## src/rtl/eoc_column_reader.sv

```systemverilog
// End-of-column readout for one double column: acknowledges each valid column
// word, tags it with the column address, buffers it in a FWFT FIFO and hands it
// to the periphery serializer over a valid/ready handshake.
`timescale 1ns/1ps

module eoc_column_reader #(
    parameter int FIFO_DEPTH = 8,
    parameter int SETTLE_CYC = 2,
    parameter int CNT_W      = 16
) (
    input  logic                          clk_40MHz,
    input  logic                          rst_n,
    input  logic                          read_en,
    input  logic [1:0]                    col_addr,
    input  logic [25:0]                   col_data,
    output logic                          shake_hands_col,
    output logic [26:0]                   out_data,
    output logic                          out_valid,
    input  logic                          out_ready,
    output logic [$clog2(FIFO_DEPTH):0]   fifo_level,
    output logic [CNT_W-1:0]              hit_cnt,
    input  logic                          cnt_clr
);

    localparam int PTR_W = $clog2(FIFO_DEPTH);
    localparam int LVL_W = PTR_W + 1;
    localparam int SET_W = (SETTLE_CYC > 1) ? $clog2(SETTLE_CYC) : 1;
    localparam logic [SET_W-1:0] SETTLE_LOAD = SET_W'(SETTLE_CYC - 1);
    localparam logic [LVL_W-1:0] LEVEL_FULL  = LVL_W'(FIFO_DEPTH);

    typedef enum logic [1:0] {
        IDLE   = 2'd0,
        ACK    = 2'd1,
        SETTLE = 2'd2
    } state_t;

    state_t            state;
    state_t            state_next;
    logic [SET_W-1:0]  settle_cnt;
    logic [SET_W-1:0]  settle_next;
    logic              capture;
    logic              pop;
    logic              full;

    logic [26:0]       mem [FIFO_DEPTH];
    logic [PTR_W-1:0]  wr_ptr;
    logic [PTR_W-1:0]  rd_ptr;

    // Full is judged on the registered level so a same-cycle pop never frees a slot early
    assign full      = (fifo_level == LEVEL_FULL);
    assign out_valid = (fifo_level != '0);
    assign pop       = out_valid & out_ready;
    assign out_data  = out_valid ? mem[rd_ptr] : '0;

    // Next-state logic: capture only from IDLE, then one ACK cycle, then settle countdown
    always_comb begin
        state_next  = state;
        settle_next = settle_cnt;
        capture     = 1'b0;
        case (state)
            IDLE: begin
                if (read_en && col_data[25] && !full) begin
                    capture    = 1'b1;
                    state_next = ACK;
                end
            end
            ACK: begin
                state_next  = SETTLE;
                settle_next = SETTLE_LOAD;
            end
            SETTLE: begin
                if (settle_cnt == '0) begin
                    state_next = IDLE;
                end else begin
                    settle_next = settle_cnt - 1'b1;
                end
            end
            default: begin
                state_next = IDLE;
            end
        endcase
    end

    // State, settle counter and the registered acknowledge (high exactly while in ACK)
    always_ff @(posedge clk_40MHz or negedge rst_n) begin
        if (!rst_n) begin
            state           <= IDLE;
            settle_cnt      <= '0;
            shake_hands_col <= 1'b0;
        end else begin
            state           <= state_next;
            settle_cnt      <= settle_next;
            shake_hands_col <= (state_next == ACK);
        end
    end

    // FIFO storage; contents need no reset because out_data is gated by out_valid
    always_ff @(posedge clk_40MHz) begin
        if (capture) begin
            mem[wr_ptr] <= {col_addr, col_data[24:0]};
        end
    end

    // FIFO pointers (wrap naturally at power-of-2 depth) and separate occupancy counter
    always_ff @(posedge clk_40MHz or negedge rst_n) begin
        if (!rst_n) begin
            wr_ptr     <= '0;
            rd_ptr     <= '0;
            fifo_level <= '0;
        end else begin
            if (capture) begin
                wr_ptr <= wr_ptr + 1'b1;
            end
            if (pop) begin
                rd_ptr <= rd_ptr + 1'b1;
            end
            case ({capture, pop})
                2'b10:   fifo_level <= fifo_level + 1'b1;
                2'b01:   fifo_level <= fifo_level - 1'b1;
                default: fifo_level <= fifo_level;
            endcase
        end
    end

    // Saturating capture counter; clear takes priority over a same-cycle capture
    always_ff @(posedge clk_40MHz or negedge rst_n) begin
        if (!rst_n) begin
            hit_cnt <= '0;
        end else if (cnt_clr) begin
            hit_cnt <= '0;
        end else if (capture && (hit_cnt != '1)) begin
            hit_cnt <= hit_cnt + 1'b1;
        end
    end

endmodule
```

## config.mk

```make
export PLATFORM = sky130hd
export DESIGN_NAME = eoc_column_reader
export DESIGN_NICKNAME = d
export VERILOG_FILES = /design/src/rtl/eoc_column_reader.sv
export SDC_FILE = /design/constraint.sdc
export NUM_CORES = 1
export LEC_CHECK = 0
export ABC_AREA = 1
export CORE_UTILIZATION = 50
export CTS_CLUSTER_DIAMETER = 50
export DETAILED_ROUTE_END_ITERATION = 8
export GPL_TIMING_DRIVEN = 0
export PLACE_DENSITY_LB_ADDON = 0.08
export SKIP_LAST_GASP = 1
export SLEW_MARGIN = 20
export SYNTH_ARGS = -nofsm -noshare
export SYNTH_HDL_FRONTEND = slang
export SYNTH_SLANG_ARGS = --single-unit
```

## constraint.sdc

```tcl
create_clock -name clk_40MHz -period 4 [get_ports clk_40MHz]
set_clock_uncertainty 0.2 [all_clocks]
set_input_delay 0.4 -clock clk_40MHz [delete_from_list [all_inputs] [get_ports clk_40MHz]]
set_output_delay 0.4 -clock clk_40MHz [all_outputs]
set_load 0.01 [all_outputs]
```

==> results of run 1 <==
## power by group through the flow
stage | Combinational, mW | Clock [mW] | Sequential (mW)
2_1_floorplan | 1.84 | 0 | 3.12
3_3_place_gp | 3.23 | 0 | 3.12
3_5_place_dp | 3.33 | 0 | 3.12
4_1_cts | 3.35 | 2.45 | 3.07
5_1_grt | 3.70 | 2.56 | 3.09
6_report | 3.34 | 2.42 | 3.07
## flip-flops by register name, summed over array words and instances (netlist names)
register and count:
shake_hands_col 1, rd_ptr 3, wr_ptr 3, state 2, hit_cnt 16, settle_cnt 1, fifo_level 4, mem 216
## final timing paths
kind,depth (start not counted),slack (ns),to
min reg2reg,2,0.34,wr_ptr[0]
max in group asynchronous,2,2.88,hit_cnt[5]
max reg2reg,7,1.45,mem[1][5]
min in group clk_40MHz,3,0.28,rd_ptr[0]
max,8,0.37,out_data[18]
min,2,0.26,state[0]
## cells by family (layout without fill, tap and decap cells)
| group | Yosys count | after routing | share of synthesized area, % |
|---|---|---|---|
| adders and majority gates | 10 | 10 | 1.22 |
| DFF | 246 | 246 | 70.6 |
| buffers and inverters | 71 | 213 | 2.92 |
| xor gates and xnor gates | 13 | 13 | 1.11 |
| AOI/OAI and AO/OA | 177 | 177 | 9.69 |
| and+or+nand+nor | 364 | 364 | 14.4 |
## metrics by stage
stage / hold slack [ns] / instance area [um^2]
4_1_cts: 0.268 / 12600
6_report: 0.256 / 12600
3_3_place_gp: 0.316 / 11400
2_1_floorplan: -0.0956 / 10200
5_1_grt: 0.288 / 12600
3_5_place_dp: 0.296 / 11700
## cell usage after synthesis
cell      instances
xnor2_1           5
a31oi_1           1
buf_4             4
ha_1             10
nand4_1          10
buf_1             2
xor2_1            8
buf_2             8
o21bai_1          2
clkbuf_1         31
buf_6             1
nand2_1         108
o211ai_1         27
edfxtp_1        216
nand2_2           1
dfrtp_1          30
inv_1            24
nand3_1          21
a21oi_1           4
or2_2             2
nand3_4           1
nor2_2            1
o22ai_1          27
inv_2             1
nor2_4            3
nor2_1          216
o21ai_0         116
nor2_8            1
## per-layer routing
| layer | up-vias | global-route usage [%] | share of wire [%] |
|---|---|---|---|
| met5 | - | 0 | 0 |
| met4 | 0 | 7.00 | 1.6 |
| met3 | 35 | 2.92 | 4.6 |
| met2 | 183 | 38.8 | 48 |
| met1 | 3356 | 33.0 | 46 |
| li1 | 3362 | - | - |
## worst max-delay path: cells and delay by family (launching register included)
family	cells	cell delay [ns]
buf+inv	4	1.56
flops	1	0.37
compound gates	2	0.34
simple gates	2	0.21
## cell type report
type | count | share of cell area [%]
Tap cell | 270 | 2.69
Timing Repair Buffer | 90 | 8.19
Sequential cell | 246 | 57.6
Buffer | 46 | 1.63
Clock inverter | 13 | 0.747
Clock buffer | 39 | 6.31
Multi-Input combinational cell | 564 | 22.1
Inverter | 25 | 0.747
==> metrics.txt, run 1 <==
Pre-Repair DR Iteration Count 5; Final Util 62.3%; global-route wire length before repair 38200 um; CTS Buf Count 28; Worst Max-Slew Pin Slew 0.711 ns; switching share of power 35.3%; PwrDens 703 nW/um^2; Post-Place Setup Slack 0.955 ns; Avg WL per Cell 18.8 um; Post-Syn Instances 881; Via-to-Cell Ratio 5.36; share of the synthesized area in the top cell type 63.3%; Reg area 7240 um^2; type of the worst setup path reg -> out; n_diodes 0; # setup viols final 0; area growth from synthesis to layout 22.6%; crit path max fanout 10; worst hold path class in -> async; Core Box Area 20200 um^2; DRC viols 0; sum of negative setup slack 0 ns; most frequent cells in the layout 216 x edfxtp_1, 208 x nor2_1, 116 x o21ai_0; biggest area consumer among synthesized cells edfxtp_1; Die X 145 um; Port Buffer Count 81; Syn Nets 924; CP startpoint kind flip-flop; num ports 82; Leak Pwr 4.48 nW; H-tree Lvls 1; post-layout min period 3.63 ns; CTS Root Cell clkbuf_16; WL final 24300 um; fin cells 1293; CP required 3.40 ns; dpl hpwl 15600 um; nets@finish 1044; Syn Area/Cell 11.6 um^2; Reg power frac 34.8%; # rows 52; vias 6936; ratio of cells with drive above 1 in the final layout 7.72%; Final period util 90.8%; CTS clk-pin slew, worst paths 0.06 ns; Power Internal 5.71 mW; fmax 275 MHz; post-synthesis sequential area ratio 70.6%; Sw Pwr 3.12 mW; placed cells 1240; multi-input gate area in the final layout 2770 um^2; Slew Limit Fails 0; largest net degree at the start of global routing 31; PostCTS Resize Cnt 0; Fin. Hold Viols 0; clk buf depth 3; commonest non-fill, non-tap cell in the layout edfxtp_1; Final GP Congestion 0.839; Worst EP arrival 3.03 ns; CTS Sinks 246; Critical Path Sink Type output pin; RSZ-0062 raised after global routing false; Worst R2R Start state[1]; maximum vdd ir drop 448 uV; register bit count reported by yosys 246; CP max stage delay 0.55 ns; clock network power share 27.4%; Tot GR Track Use 23.6%; status finished clean; final antenna-violating net count 0; DIE HEIGHT 145 um; TritonCTS clock tree built; dominant cells by area after synthesis edfxtp_1 63%, nor2_1 7.9%, dfrtp_1 7.3%; # hold bufs at CTS 1; initial DRC count 482; postcts setup bufs 0; CP max stage cell clkdlybuf4s50_1; mapped cell area 10200 um^2; critical-path cell list buf_2 > inv_1 > clkbuf_1 > o21ai_0 > o22ai_1 > nor2_1 > nor2_1 > clkdlybuf4s50_1; Power, Total 8.83 mW; max_cap viols 0; crit path setup slack, layout 0.366 ns; combinational power share 37.8%; # fillers 1620; vias in the first global route 6987; Starting Density 50.8%; grt total ovfl 0; DIE AREA 21100 um^2; Rel. slew slack 52.6%; CP dominant cell by count nor2_1; YS warnings 0; Worst setup startpoint rd_ptr[1]; initial antenna violation count 0; Cell variety after synth 28; Worst-Skew Late Latency 0.54 ns
(Power assumes the default switching activity.)
==> run 2: changes to the inputs <==
--- a/config.mk
+++ b/config.mk
@@ -9,6 +9,7 @@
 export CORE_UTILIZATION = 50
 export CTS_CLUSTER_DIAMETER = 50
 export DETAILED_ROUTE_END_ITERATION = 8
+export GPL_ROUTABILITY_DRIVEN = 0
 export GPL_TIMING_DRIVEN = 0
 export PLACE_DENSITY_LB_ADDON = 0.08
 export SKIP_LAST_GASP = 1
==> results of run 2 <==
No change in the layout: final DEF, timing and power equal those of run 1.
